## src/rtl/sd_crc_lanes.sv

```systemverilog
// Multi-lane serial CRC engine (MSB-first, zero init) with unload and check sequencing.
// One CRC register per lane; a shared counter and FSM drive unload/check of CRC_W bits.
module sd_crc_lanes #(
  parameter int unsigned      CRC_W = 16,
  parameter logic [CRC_W-1:0] POLY  = 16'h1021,
  parameter int unsigned      LANES = 4
) (
  input  logic             iclk,
  input  logic             irst,
  input  logic             iclr,
  input  logic             ien,
  input  logic [LANES-1:0] idata,
  input  logic             iunload,
  input  logic             icheck,
  output logic [LANES-1:0] ocrc,
  output logic             ovalid,
  output logic             obusy,
  output logic             odone,
  output logic [LANES-1:0] oerr
);

  localparam int unsigned CntW = $clog2(CRC_W);

  typedef enum logic [1:0] {StIdle, StUnload, StCheck} state_e;

  state_e           state_q, state_d;
  logic [CRC_W-1:0] crc_q [LANES];
  logic [CRC_W-1:0] crc_d [LANES];
  logic [CntW-1:0]  cnt_q, cnt_d;
  logic [LANES-1:0] mis_q, mis_d;
  logic [LANES-1:0] err_q, err_d;
  logic             done_q, done_d;
  logic             last;

  assign last = (cnt_q == CntW'(CRC_W - 1));

  always_comb begin
    state_d = state_q;
    crc_d   = crc_q;
    cnt_d   = cnt_q;
    mis_d   = mis_q;
    err_d   = err_q;
    done_d  = 1'b0;
    unique case (state_q)
      StIdle: begin
        // Accumulate first so a same-cycle start operates on the updated register.
        if (ien) begin
          for (int unsigned l = 0; l < LANES; l++) begin
            crc_d[l] = {crc_q[l][CRC_W-2:0], 1'b0} ^
                       ((idata[l] ^ crc_q[l][CRC_W-1]) ? POLY : '0);
          end
        end
        if (iunload) begin
          state_d = StUnload;
          cnt_d   = '0;
          err_d   = '0;
          mis_d   = '0;
        end else if (icheck) begin
          state_d = StCheck;
          cnt_d   = '0;
          err_d   = '0;
          mis_d   = '0;
        end
      end
      StUnload: begin
        for (int unsigned l = 0; l < LANES; l++) begin
          crc_d[l] = {crc_q[l][CRC_W-2:0], 1'b0};
        end
        cnt_d = cnt_q + 1'b1;
        if (last) begin
          state_d = StIdle;
          cnt_d   = '0;
          done_d  = 1'b1;
        end
      end
      StCheck: begin
        if (ien) begin
          for (int unsigned l = 0; l < LANES; l++) begin
            mis_d[l] = mis_q[l] | (idata[l] ^ crc_q[l][CRC_W-1]);
            crc_d[l] = {crc_q[l][CRC_W-2:0], 1'b0};
          end
          cnt_d = cnt_q + 1'b1;
          if (last) begin
            state_d = StIdle;
            cnt_d   = '0;
            err_d   = mis_d;
            done_d  = 1'b1;
          end
        end
      end
      default: state_d = StIdle;
    endcase
  end

  always_ff @(posedge iclk) begin
    if (irst || iclr) begin
      state_q <= StIdle;
      for (int unsigned l = 0; l < LANES; l++) begin
        crc_q[l] <= '0;
      end
      cnt_q  <= '0;
      mis_q  <= '0;
      err_q  <= '0;
      done_q <= 1'b0;
    end else begin
      state_q <= state_d;
      crc_q   <= crc_d;
      cnt_q   <= cnt_d;
      mis_q   <= mis_d;
      err_q   <= err_d;
      done_q  <= done_d;
    end
  end

  always_comb begin
    ocrc = '0;
    for (int unsigned l = 0; l < LANES; l++) begin
      ocrc[l] = crc_q[l][CRC_W-1];
    end
  end

  assign ovalid = (state_q == StUnload);
  assign obusy  = (state_q != StIdle);
  assign odone  = done_q;
  assign oerr   = err_q;

endmodule

```

## config.mk

```make
export PLATFORM = sky130hd
export DESIGN_NAME = sd_crc_lanes
export DESIGN_NICKNAME = d
export VERILOG_FILES = /design/src/rtl/sd_crc_lanes.sv
export SDC_FILE = /design/constraint.sdc
export NUM_CORES = 1
export LEC_CHECK = 0
export CORE_MARGIN = 10
export CORE_UTILIZATION = 40
export DETAILED_ROUTE_END_ITERATION = 8
export PLACE_DENSITY = 0.69
export SLEW_MARGIN = 20
export SYNTH_ARGS = -nofsm -noshare
export SYNTH_HDL_FRONTEND = slang
export SYNTH_SLANG_ARGS = --single-unit
```

## constraint.sdc

```tcl
create_clock -name iclk -period 2.8 [get_ports iclk]
set_clock_uncertainty 0.05 [all_clocks]
set_input_delay 0.28 -clock iclk [delete_from_list [all_inputs] [get_ports iclk]]
set_output_delay 0.28 -clock iclk [all_outputs]
set_load 0.01 [all_outputs]
```

* Word level (Yosys, flattened, before mapping)
Index checks and enable logic that the tools add are counted.
** Word-level totals
- Register bits :: 79
- Latch bits :: 0
- RAM bits :: 0
- ROM bits :: 0
- Input port bits :: 10
- Output and inout port bits :: 11
- Word-level logic and storage cells :: 64
- Memories :: 0
** Cells by class
- Add/subtract/negate cells :: 1
- Multipliers :: 0
- Divide/modulo/power cells :: 0
- $lt $le $gt $ge :: 0
- Equality and inequality tests :: 7
- Shift-type cells :: 0
- Muxes and demuxes :: 25
- Bitwise gates (word level) :: 12
- Reduce and logical (&&, ||, !) cells :: 10
** Operators with widths (count)
- 64-bit one-hot mux with 3 select lines :: 1
- 64-bit 2-to-1 mux :: 2
- 16-bit by 13-bit XOR with 16-bit output :: 4
- 13-bit 2-to-1 mux :: 4
- 4-bit 2-to-1 mux :: 7
- 4-bit one-hot mux with 2 select lines :: 2
- 4-bit one-hot mux with 3 select lines :: 1
- 3-bit AND reduction :: 3
- 2-bit 2-to-1 mux :: 4
- 2-bit != test (second input constant) :: 3
- 2-bit one-hot mux with 3 select lines :: 1
- 4-bit by 1-bit adder with 4-bit output (second input constant) :: 1
- 4-bit equality test (second input constant) :: 1
- 1-bit OR :: 4
- 4-bit AND reduction :: 1
- 2-bit nonzero test :: 2
- 1-bit XOR :: 4
- 3-bit != test (second input constant) :: 1
- 3-bit nonzero test :: 1
- 2-bit by 1-bit equality test with 1-bit output (second input constant) :: 1
- 2-bit equality test (second input constant) :: 1
- 2-bit logical NOT :: 1
- 1-bit 2-to-1 mux :: 2
- 1-bit one-hot mux with 2 select lines :: 1
- 2 further kinds :: 2

* Longest topological paths before layout
- Word-level depth :: 5
- Mapped depth :: 6
- Depth with buffers taken out :: 6

* Least setup slack after synthesis
OpenSTA, ideal clock, no wires.
- Kind :: register to register
- Start :: reg state_q[0]
- End :: reg err_q[0] (netlist: oerr[0])
- Setup time :: 0.132 ns
- Data arrival time :: 1.553 ns
- Data required time :: 2.618 ns
- Slack :: 1.064 ns
- Stages on the path, launching flop included :: 7
- Buffers on the path :: 0
- Clock period less this slack :: 1.736 ns
- Cells stage by stage :: dfxtp_1 -> inv_1 -> ha_1 -> nor3b_4 -> or3_4 -> a21oi_1 -> o32ai_1
** On the way
- Cells in the longest elaborated chain, start to end :: 3
- Elaborated cells on any way between the ends :: 8
- Those cells by class :: 4 x eq/ne; 1 x mux; 3 x reduce/logical
** Ends and longest elaborated chain
- start: declaration :: line 26 : state_e state_q, state_d;
- start signal: assignment :: line 97 : state_q <= StIdle;
- start signal: assignment :: line 106 : state_q <= state_d;
- 2-bit equality test / 2-bit logical NOT (equally long branches) :: line 44 : unique case (state_q)
- 2-bit != test (no line) (tied with other cells)
- 4-bit AND reduction (no line)
- end signal: assignment :: line 110 : err_q <= err_d;
- end: declaration :: line 31 : logic [LANES-1:0] err_q, err_d;
Parallel ways exist; a longest one is shown, timed or not.
A chain may end at the register's enable or synchronous reset.

* Final worst setup path
- Start :: reg state_q[0]
- End :: out obusy
** On the way
- Cells in the longest elaborated chain, start to end :: 1
** Ends and longest elaborated chain
- 2-bit nonzero test :: line 123 : assign obusy = (state_q != StIdle);
- end: declaration :: line 17 : output logic obusy,
Every way passes these cells.

==> impl_metrics.yaml <==
power_and_ir_drop:
  vdd_drop_max_uv: 210.6
  power.density_nw_per_um2: 612.9
  p_leak_nw: 1.128
floorplan:
  row_count: 32
  coreArea_um2: 7607
  ios: 21
  dieArea_um2: 11650
  start_util: 0.4066
  die_y_um: 107.9
  die_w_um: 107.9
yosys:
  synth_edf_count: 0
  yosysWarnings: 0
  yosysSeqAreaShare: 0.5113
  synth.avg_cell_area_um2: 8.204
  yosysUniqueCellTypes: 33
  ys_ff_latch: 79
  async_flop_share: 0
  synthesis.area_um2: 3093
  synth_fp_nets: 392
  synth_flop_cell: "dfxtp_1"
  synth_cells: 377
setup_path:
  cp_max_fo: 5
  worstPathArrival_ns: 1.75
  cp_slowest_stage_delay_ns: 0.54
  end_kind: "output pin"
  cpMostUsedCell: "inv_1"
  startpoint_type: "flop"
  cp.required_ns: 2.47
  path_class: "reg2out"
  reg2reg_slack_ns: 0.83
  worst_path_max_delay_cell: "clkdlybuf4s50_1"
  path_cells: "inv_1, ha_1, inv_1, clkdlybuf4s50_1"
placement:
  pre_cts_ws_ns: 0.7899
  portBuffers: 20
  place_hpwl_um: 3844
  place.gp.congestion: 0.8176
detailed_routing:
  wl_per_cell_um: 12.26
  firstDrtPassIters: 4
  drt-initial-drc-count: 145
  drt_wl_total_um: 6008
  drc: 0
  viasPerCell: 4.935
  ant_nets: 0
  vias: 2418
global_route:
  grt_start_max_net_pins: 73
  grtUsageMet2: 0.1683
  grtUsageTotal: 0.1088
  grt_antenna_before_repair: 0
  grt_use_met1: 0.1313
  grt-ovfl-total: 0
  grt_pass1_wl_um: 10340
  grt_pass1_vias: 2238
  use_met3: 0.03510
  grt_busiest_layer: "met2"
clock_tree:
  tritoncts: "yes"
  cts_setup_buffers: 0
  cts_resized: 0
  numClockSinks: 79
  cts_max_level: 3
  clk_pin_slew_ns: 0.08
  clock_latency_ns: 0.35
  cts-root-buf: "clkbuf_8"
  clockBufferDepth: 2
  holdBufCountCts: 0
  cts-buffers-inserted: 9
timing:
  tns_ns: 0
  finalSetupViolCount: 0
  fmax_mhz: 480.7
  fin_ws_ns: 0.7196
  tightest_slew_ns: 0.7274
  final-max-slew-violation-count: 0
  post-route-min-period_ns: 2.080
  maxSlewHeadroom: 0.5151
  hold_violations: 0
  rsz0062_at_grt: "false"
  fin_crit_sh: 0.7430
finish:
  syn2layout_area_growth_pct: 14.72
  nets: 399
  drive_gt1_frac: 0.06959
  diodes: 0
flow_run:
  maxCapViolCount: 0
run_status:
  status: "finished, final reports clean"
min_path:
  hold_class: "reg2reg"
-- critical path, delay by kind of cell (launching register included) --
family                   cells  cell delay, ns
adder cells (fa/ha/maj)      1            0.27
buffers and inverters        3            0.76
flip-flops                   1            0.37
-- cell usage in the layout (no fill, tap or decap), drive strengths merged, types with 2 or more instances in the layout --
cell and n:
nor2b 6, nand2 121, o21ai 12, inv 4, nand2b 2, mux2i 2, clkbuf 12, xnor2 10
clkdlybuf4s50 20, nand3 2, xor2 2, a21oi 72, ha 5, nand4b 2, or3 2, buf 4
a22oi 2, dfxtp 79, o32ai 3, nor2 10, a211oi 2, nor3 2, nand4 2
-- cell families after synthesis --
| family | synth area share |
|---|---|
| AOI/OAI and AO/OA | 0.1614 |
| xor gates and xnor gates | 0.03398 |
| adders and majority gates | 0.02023 |
| buffers and inverters | 0.04935 |
| DFF | 0.5113 |
| muxes | 0.01011 |
| and+or+nand+nor | 0.2136 |
-- report_power, final --
part           total [mW]  switching (mW)  leakage, nW  internal (mW)
clock network       0.850           0.395       0.0985          0.455
registers            1.14         0.00730        0.638           1.14
logic               0.182           0.117        0.392         0.0652
total                2.17           0.519         1.13           1.66
-- routing by layer --
metal / share of wire / routed length (um)
met5: 0 / 0
met4: 0.024 / 145
met3: 0.050 / 301
met2: 0.45 / 2701
met1: 0.48 / 2859
-- flip-flops by register name, summed over array words and instances, names as in the netlist --
name / cells
cnt_q: 4
crc_q: 60
mis_q: 4
ocrc: 4
odone: 1
oerr: 4
state_q: 2
-- path summary, 6_finish.rpt --
kind	from	to	cells past startpoint
setup / recovery	state_q[0]$_SDFFE_PP0P_	obusy	4
hold / removal	crc_q[22]$_SDFFE_PP0P_	crc_q[22]$_SDFFE_PP0P_	2
setup reg to reg	state_q[0]$_SDFFE_PP0P_	oerr[2]$_SDFFE_PP0P_	6
hold reg to reg	crc_q[22]$_SDFFE_PP0P_	crc_q[22]$_SDFFE_PP0P_	2
-- stage by stage --
stage | utilization | instance area (um^2) | hold slack (ns) | total power, mW | cells
finish | 0.4664 | 3548 | 0.4018 | 2.175 | 490
floorplan | - | 3093 | 0.3821 | 1.297 | 377
global route | 0.4664 | 3548 | 0.4214 | 2.260 | 490
CTS | 0.4664 | 3548 | 0.4024 | 2.197 | 490
detailed placement | 0.4405 | 3351 | 0.3932 | 1.353 | 475
global placement | 0.4405 | 3351 | 0.3884 | 1.350 | 475
-- cell usage after synthesis (4+ instances only) --
library cell,number,share of area
nand2_1,121,0.15
dfxtp_1,79,0.51
a21oi_1,72,0.12
buf_2,14,0.023
o21ai_0,12,0.019
clkbuf_1,10,0.012
nor2_1,10,0.012
xnor2_1,10,0.028
ha_1,5,0.020
nor2b_1,5,0.010
buf_4,4,0.0097
inv_1,4,0.0049
-- final cells by class --
cell class | instances | area [um^2]
fill | 730 | 4059
tap | 102 | 127.6
multi-input combinational | 266 | 1371
clock inverter | 3 | 42.54
clock buffer | 12 | 155.1
sequential | 79 | 1582
inverter | 4 | 15.01
timing repair buffer | 24 | 255.2
Power figures use the tool's default switching activity.
